$ cat src/rtl/depth_activation.sv
// depth_activation: bias add, int8 requant and activation for the depthwise path.
// Ports: clk/rst, start + cfg_* (latched on start), in_valid/in_ready with
// acc_data/bias_data, out_valid/out_ready with act_data, activation_done
// (write strobe), out_index (element being written) and layer_done (pulse
// after the last element). Macro DEPTH_ACT_HSWISH_EN enables h-swish in mode 3;
// without it, mode 3 is ReLU6 and cfg_recip6 is ignored.
module depth_activation #(
  parameter int ACC_W   = 24,
  parameter int DATA_W  = 8,
  parameter int SHIFT_W = 5,
  parameter int CNT_W   = 13
) (
  input  logic               clk,
  input  logic               rst,
  input  logic               start,
  input  logic [1:0]         cfg_mode,
  input  logic [SHIFT_W-1:0] cfg_shift,
  input  logic [DATA_W-1:0]  cfg_three_q,
  input  logic [DATA_W-1:0]  cfg_six_q,
  input  logic [15:0]        cfg_recip6,
  input  logic [CNT_W-1:0]   cfg_count_max,
  input  logic               in_valid,
  output logic               in_ready,
  input  logic [ACC_W-1:0]   acc_data,
  input  logic [ACC_W-1:0]   bias_data,
  input  logic               out_ready,
  output logic               out_valid,
  output logic [DATA_W-1:0]  act_data,
  output logic               activation_done,
  output logic [CNT_W-1:0]   out_index,
  output logic               layer_done
);

  typedef enum logic [1:0] {
    M_LIN   = 2'd0,
    M_RELU  = 2'd1,
    M_RELU6 = 2'd2,
    M_HSW   = 2'd3
  } mode_e;

  localparam int SW = ACC_W + 1;
  localparam int RW = 1 << SHIFT_W;
  // wide enough for the rounding constant at the largest shift
  localparam int EW = ((SW > RW) ? SW : RW) + 1;
  localparam int QW = DATA_W + 2;
  localparam logic signed [EW-1:0] L_MAX = EW'((1 << (DATA_W - 1)) - 1);
  localparam logic signed [EW-1:0] L_MIN = ~L_MAX;
  localparam logic signed [EW-1:0] L_ONE = EW'(1);

  mode_e               r_mode;
  logic [SHIFT_W-1:0]  r_shift;
  logic [DATA_W-1:0]   r_six;
  logic [CNT_W-1:0]    r_cmax;
  logic                r_v1, r_v2, r_v3;
  logic signed [SW-1:0]     r_sum;
  logic signed [DATA_W-1:0] r_q, r_act;
  logic [CNT_W-1:0]    r_idx;
  logic                r_ld;

  logic                  w_stall, w_done;
  logic signed [SW-1:0]  w_sum;
  logic [SHIFT_W-1:0]    w_sm1;
  logic signed [EW-1:0]  w_ext, w_rnd, w_tmp, w_shd;
  logic signed [DATA_W-1:0] w_qsat;
  logic signed [QW-1:0]  w_qx, w_six, w_relu, w_relu6, w_y;
  logic                  w_unused;

  assign w_stall         = r_v3 & ~out_ready;
  assign w_done          = r_v3 & out_ready;
  assign in_ready        = ~w_stall & ~start;
  assign out_valid       = r_v3;
  assign act_data        = r_act;
  assign activation_done = w_done;
  assign out_index       = r_idx;
  assign layer_done      = r_ld;

  assign w_sum = SW'($signed(acc_data)) + SW'($signed(bias_data));

  // round-half-up: add 2^(shift-1) before the arithmetic shift
  assign w_sm1  = r_shift - SHIFT_W'(1);
  assign w_ext  = EW'(r_sum);
  assign w_rnd  = (r_shift == '0) ? '0 : (L_ONE << w_sm1);
  assign w_tmp  = w_ext + w_rnd;
  assign w_shd  = w_tmp >>> r_shift;
  assign w_qsat = (w_shd > L_MAX) ? L_MAX[DATA_W-1:0] :
                  (w_shd < L_MIN) ? L_MIN[DATA_W-1:0] :
                  w_shd[DATA_W-1:0];

  assign w_qx    = QW'(r_q);
  assign w_six   = QW'(r_six);
  assign w_relu  = w_qx[QW-1] ? '0 : w_qx;
  assign w_relu6 = (w_relu > w_six) ? w_six : w_relu;

`ifdef DEPTH_ACT_HSWISH_EN
  localparam int PW = 2 * DATA_W;
  localparam int HW = PW + 17;
  localparam logic signed [HW-1:0] H_MAX  = HW'((1 << (DATA_W - 1)) - 1);
  localparam logic signed [HW-1:0] H_MIN  = ~H_MAX;
  localparam logic signed [HW-1:0] H_HALF = HW'(32768);

  logic [DATA_W-1:0]        r_three;
  logic [15:0]              r_recip;
  logic signed [QW-1:0]     w_thr, w_qt, w_t, w_hsw;
  logic signed [PW-1:0]     w_p;
  logic signed [HW-1:0]     w_pr, w_hsh;
  logic signed [DATA_W-1:0] w_hsat;

  assign w_thr  = QW'(r_three);
  assign w_qt   = w_qx + w_thr;
  assign w_t    = w_qt[QW-1] ? '0 : ((w_qt > w_six) ? w_six : w_qt);
  assign w_p    = PW'(w_qx) * PW'(w_t);
  // recip6 is a Q16 reciprocal of six_q, so >>>16 completes the divide
  assign w_pr   = HW'(w_p) * $signed(HW'(r_recip));
  assign w_hsh  = (w_pr + H_HALF) >>> 16;
  assign w_hsat = (w_hsh > H_MAX) ? H_MAX[DATA_W-1:0] :
                  (w_hsh < H_MIN) ? H_MIN[DATA_W-1:0] :
                  w_hsh[DATA_W-1:0];
  assign w_hsw  = QW'(w_hsat);

  always_ff @(posedge clk or posedge rst) begin
    if (rst) begin
      r_three <= '0;
      r_recip <= '0;
    end else if (start) begin
      r_three <= cfg_three_q;
      r_recip <= cfg_recip6;
    end
  end

  assign w_unused = ^w_y[QW-1:DATA_W];
`else
  assign w_unused = ^{w_y[QW-1:DATA_W], cfg_three_q, cfg_recip6};
`endif

  always_comb begin
    w_y = w_qx;
    unique case (r_mode)
      M_LIN:   w_y = w_qx;
      M_RELU:  w_y = w_relu;
      M_RELU6: w_y = w_relu6;
      M_HSW: begin
`ifdef DEPTH_ACT_HSWISH_EN
        w_y = w_hsw;
`else
        w_y = w_relu6;
`endif
      end
      default: w_y = w_qx;
    endcase
  end

  always_ff @(posedge clk or posedge rst) begin
    if (rst) begin
      r_mode  <= M_LIN;
      r_shift <= '0;
      r_six   <= '0;
      r_cmax  <= '0;
      r_v1    <= 1'b0;
      r_v2    <= 1'b0;
      r_v3    <= 1'b0;
      r_sum   <= '0;
      r_q     <= '0;
      r_act   <= '0;
      r_idx   <= '0;
      r_ld    <= 1'b0;
    end else if (start) begin
      r_mode  <= mode_e'(cfg_mode);
      r_shift <= cfg_shift;
      r_six   <= cfg_six_q;
      r_cmax  <= cfg_count_max;
      r_v1    <= 1'b0;
      r_v2    <= 1'b0;
      r_v3    <= 1'b0;
      r_idx   <= '0;
      r_ld    <= 1'b0;
    end else begin
      r_ld <= 1'b0;
      if (w_done) begin
        if (r_idx == (r_cmax - CNT_W'(1))) begin
          r_idx <= '0;
          r_ld  <= 1'b1;
        end else begin
          r_idx <= r_idx + CNT_W'(1);
        end
      end
      if (!w_stall) begin
        r_v1 <= in_valid;
        r_v2 <= r_v1;
        r_v3 <= r_v2;
        if (in_valid) r_sum <= w_sum;
        if (r_v1)     r_q   <= w_qsat;
        if (r_v2)     r_act <= w_y[DATA_W-1:0];
      end
    end
  end

endmodule

$ cat config.mk
export PLATFORM = sky130hd
export DESIGN_NAME = depth_activation
export DESIGN_NICKNAME = d
export VERILOG_FILES = /design/src/rtl/depth_activation.sv
export SDC_FILE = /design/constraint.sdc
export NUM_CORES = 1
export LEC_CHECK = 0
export BUFFER_PORTS_ARGS = -buffer_cell sky130_fd_sc_hd__buf_2
export CAP_MARGIN = 15
export CORE_MARGIN = 5
export CORE_UTILIZATION = 42
export CTS_CLUSTER_DIAMETER = 150
export DETAILED_ROUTE_END_ITERATION = 8
export PLACE_DENSITY = 0.65
export SETUP_SLACK_MARGIN = 0.1
export SKIP_CTS_REPAIR_TIMING = 1
export SYNTH_ARGS = -nofsm -noshare
export SYNTH_HDL_FRONTEND = slang
export SYNTH_SLANG_ARGS = --single-unit
$ cat constraint.sdc
create_clock -name clk -period 14.85 [get_ports clk]
set_clock_uncertainty 0.1 [all_clocks]
set_input_delay 2.97 -clock clk [delete_from_list [all_inputs] [get_ports clk]]
set_output_delay 2.97 -clock clk [all_outputs]
set_load 0.05 [all_outputs]
After elaboration in Yosys (flattened, before gate mapping):

Index checks and enable logic that the tools add are counted.

* flip-flop bits (word level): 86
* input bits: 105
* output and inout bits: 25
* word-level logic and storage cells: 58

* add/sub/neg operators: 5
* $lt $le $gt $ge: 3
* eq/ne operators: 5
* shifts and indexed selects: 2
* mux-type cells: 18
* bitwise gates (word level): 6
* reductions and logical operators: 7

Operators with widths (number)
* $mux W13: 3
* $add A25 B33 Y33: 1
* $gt A33 B8 Y1 const B: 1
* $lt A33 B8 Y1 const B: 1
* $mux W33: 1
* $shl A1 B5 Y33 const A: 1
* $sshr A33 B5 Y33: 1
* $add A24 B24 Y25: 1
* $mux W8: 3
* $pmux W8 S3: 1
* $add A13 B1 Y13 const B: 1
* $eq A13 B13 Y1: 1
* $sub A13 B1 Y13 const B: 1
* $mux W1: 9
* $reduce_and A3 Y1: 3
* $gt A7 B8 Y1: 1
* $mux W7: 1
* $logic_not A5 Y1: 1
* $sub A5 B1 Y5 const B: 1
* $eq A2 B2 Y1 const B: 2
* $and A1 B1 Y1: 3
* $not A1 Y1: 3
* $eq A2 B1 Y1 const B: 1
* $logic_not A2 Y1: 1
* other kinds (3): 3

Longest topological paths before layout:

* depth in word-level cells: 8
* gate-level depth with buffers: 24
* mapped depth without buffers: 20

Worst setup path after synthesis:

No wires, ideal clock.

* path type: input port to output port
* start: input out_ready
* end: output in_ready
* arrival time: 3.804 ns
* data required time: 11.780 ns
* slack: 7.976 ns
* cell stages on the path: 2
* path buffers: 0
* cells stage by stage: nor2b_1 -> nor2_1

* longest elaborated chain between the ends: 4

Ends and longest elaborated chain
* start: declaration: line 26 `input logic out_ready,`
* $not A1 Y1: line 68 `assign w_stall = r_v3 & ~out_ready;`
* $and A1 B1 Y1: line 68
* $not A1 Y1 (no line)
* $and A1 B1 Y1: line 70 `assign in_ready = ~w_stall & ~start;`
* end: declaration: line 23 `output logic in_ready,`

No other way between the ends.

Final worst setup path:

* start: input start
* end: output in_ready

* longest elaborated chain between the ends: 2

Ends and longest elaborated chain
* start: declaration: line 15 `input logic start,`
* $not A1 Y1 (no line)
* $and A1 B1 Y1: line 70

No other way between the ends.

==> reports/qor.txt <==
Fin. Hold Viols: 0
Hold/Removal Path Class: flop to flop
Layout cells sized above 1: 15.2%
Synthesized flop and latch total: 86
First-pass GRT wire length: 46.1 mm
Setup-failing EPs final: 0
Worst path arrival time: 4.24 ns
Worst-Skew Late Latency: 0.36 ns
Horiz. Die Dim: 162 µm
DRC viols: 0
CP Capture Type: output pin
Core Area: 0.0226 mm²
Design area: 0.0106 mm²
Syn. warnings: 0
Routability cong.: 0.945
Syn nets: 1,426
Global Route Usage Sum: 21.0%
Placed cell area: 0.0103 mm²
Die Y: 162 µm
Clock Tree Buf Depth: 2
RSZ-0062 raised after global routing: no
Worst-path fanout max: 48
Post-synth EDFFs: 0
Largest net degree at the start of global routing: 69
Vias per inst: 5.91
CTS sink cnt: 86
CP peak stage delay: 0.63 ns
CP max stage cell: buf_2
CTS buffer count: 9
WL per Instance: 17.3 µm
Worst Slack Setup Final: 7.54 ns
CTS tree: done
Total power: 1.08 mW
Setup tns final: 0 ns
IO Port Bufs: 105
Nature of the critical path startpoint: input pin
Synth Area per Inst: 7.69 µm²
Antenna Cells: 0
Routed WL: 27.6 mm
# placed instances: 1,581
HPWL Detailed: 21.0 mm
Yosys top cell area share: 22.3%
DP Worst Slack: 7.48 ns
Worst-Margin Slew: 0.855 ns
Ys async rst share: 100%
Detailed Routing Iterations Pass 1: 5
Gr ovfl total: 0
Leak Pwr: 4.70 nW
Ports: 130
Initial Util: 42.6%
Max-cap violations: 0
Synthesized area: 0.00965 mm²
Core Rows: 55
Commonest register cell after synthesis: dfrtp_1
Final Max Slew Viols: 0
Status: finished, final reports clean
Fmax: 137 MHz
Post-route ant nets: 0
Initial antenna violation count: 0
Root Driver: clkbuf_16
Worst Path Required: 11.78 ns
Worst ir drop on vdd: 61.0 µV
Nets: 1,479
Crit Path Category: input pin to output pin
Clk pin slew, worst setup/hold paths: 0.07 ns
CP cell instances: buf_2, nor2_1, buf_2
Layout overhead on the synthesized area: 9.93%
Crit-path most repeated cell: buf_2
Synth area leader: dfrtp_1
Power per cell area: 102 mW/mm²
Core Util, Final: 46.9%
DRT iter0 DRCs: 808
Post-Synthesis Cells: 1,254
Number of global-route vias before repair: 9,076
Ranking of synthesized cells by area: dfrtp_1, ha_1, o21ai_0
Fin crit share: 49.2%
Cell Count, Final, Fillers Out: 1,597
Vias: 9,435
CTS HTree Levels: 3
Rel. slew slack: 42.8%
Die area: 0.0261 mm²
Most common cell in the netlist: nand2_1
Synth cell types: 98
Min cycle time layout: 7.31 ns
Synth cell count leaders: nand2_1, o21ai_0, nor2_1
Sequential share of the synthesized area: 22.3%
Worst hold slack: 0.378 ns
## where the power goes
| part | total (mW) | internal (mW) | switching, mW | leakage (nW) |
|---|---|---|---|---|
| clock | 0.229 | 0.120 | 0.109 | 0.149 |
| combinational | 0.551 | 0.208 | 0.343 | 3.49 |
| sequential | 0.302 | 0.270 | 0.0323 | 1.06 |
## kinds of logic (layout without fill, tap and decap cells)
logic type               Yosys count  count (layout)  share of synthesized area, %
AO/OA/AOI/OAI                    399             399                          27.5
XOR/XNOR                          65              65                          6.17
adder cells (fa/ha/maj)           67              67                          8.84
buffers and inverters            106             164                          4.49
flip-flops                        86              86                          22.3
multiplexers                      69              69                          7.91
other                              1               1                        0.0389
AND/OR/NAND/NOR                  461             461                          22.7
## routing by layer
layer  part of all wire (%)  wire, µm  global-route usage, %
met1                     48     13200                   30.5
met2                     46     12700                   33.4
met3                    4.4      1200                   2.37
met4                    1.9       534                   5.43
met5                      0         0                      0
## critical path, delay by kind of cell
family | cells | cell delay (ns)
buffers and inverters | 2 | 0.94
and+or+nand+nor | 1 | 0.32
## state kept, by name (all words and copies together), names as in the netlist
register	cells
act_data	8
r_six	8
out_valid	1
out_index	13
r_shift	5
r_sum	25
r_v1	1
r_v2	1
r_cmax	13
r_q	8
layer_done	1
r_mode	2
## layout by cell type, fill, tap and decap left out, types with 11 or more instances in the layout
| cell | n |
|---|---|
| a21o_1 | 21 |
| a211oi_1 | 11 |
| nor2_1 | 126 |
| nor3_1 | 25 |
| o211ai_1 | 15 |
| xor2_1 | 25 |
| and2_1 | 11 |
| xnor2_1 | 38 |
| mux2i_1 | 38 |
| nand4_1 | 12 |
| a21oi_1 | 75 |
| nor2b_1 | 17 |
| o22ai_1 | 15 |
| inv_1 | 28 |
| buf_2 | 105 |
| nand3_1 | 34 |
| o21ai_0 | 132 |
| dfrtp_1 | 86 |
| and3_1 | 23 |
| buf_4 | 12 |
| nand2_1 | 145 |
| nand2b_1 | 19 |
| nor4_1 | 12 |
| ha_1 | 65 |
| mux2_2 | 28 |
## area by class of cell
cell class	count	area [µm²]
clock buffers	9	225
clock inverters	7	76.3
fillers	2315	12000
inverters	31	118
multi-input cells	1062	7060
flip-flops and latches	86	2150
well taps	285	357
repair buffers	117	616
## path summary, 6_finish.rpt
kind | startpoint | slack [ns] | endpoint | depth (start not counted)
max | start | 7.54 | in_ready | 3
min | act_data[0] | 0.38 | act_data[0] | 2
max reg2reg | r_shift[1] | 7.75 | r_q[1] | 22
min reg2reg | act_data[0] | 0.38 | act_data[0] | 2
max in group asynchronous | rst | 11.06 | r_sum[18] | 3
min in group asynchronous | rst | 2.46 | out_index[5] | 2
Note: power is estimated with default switching activity, not from simulation.
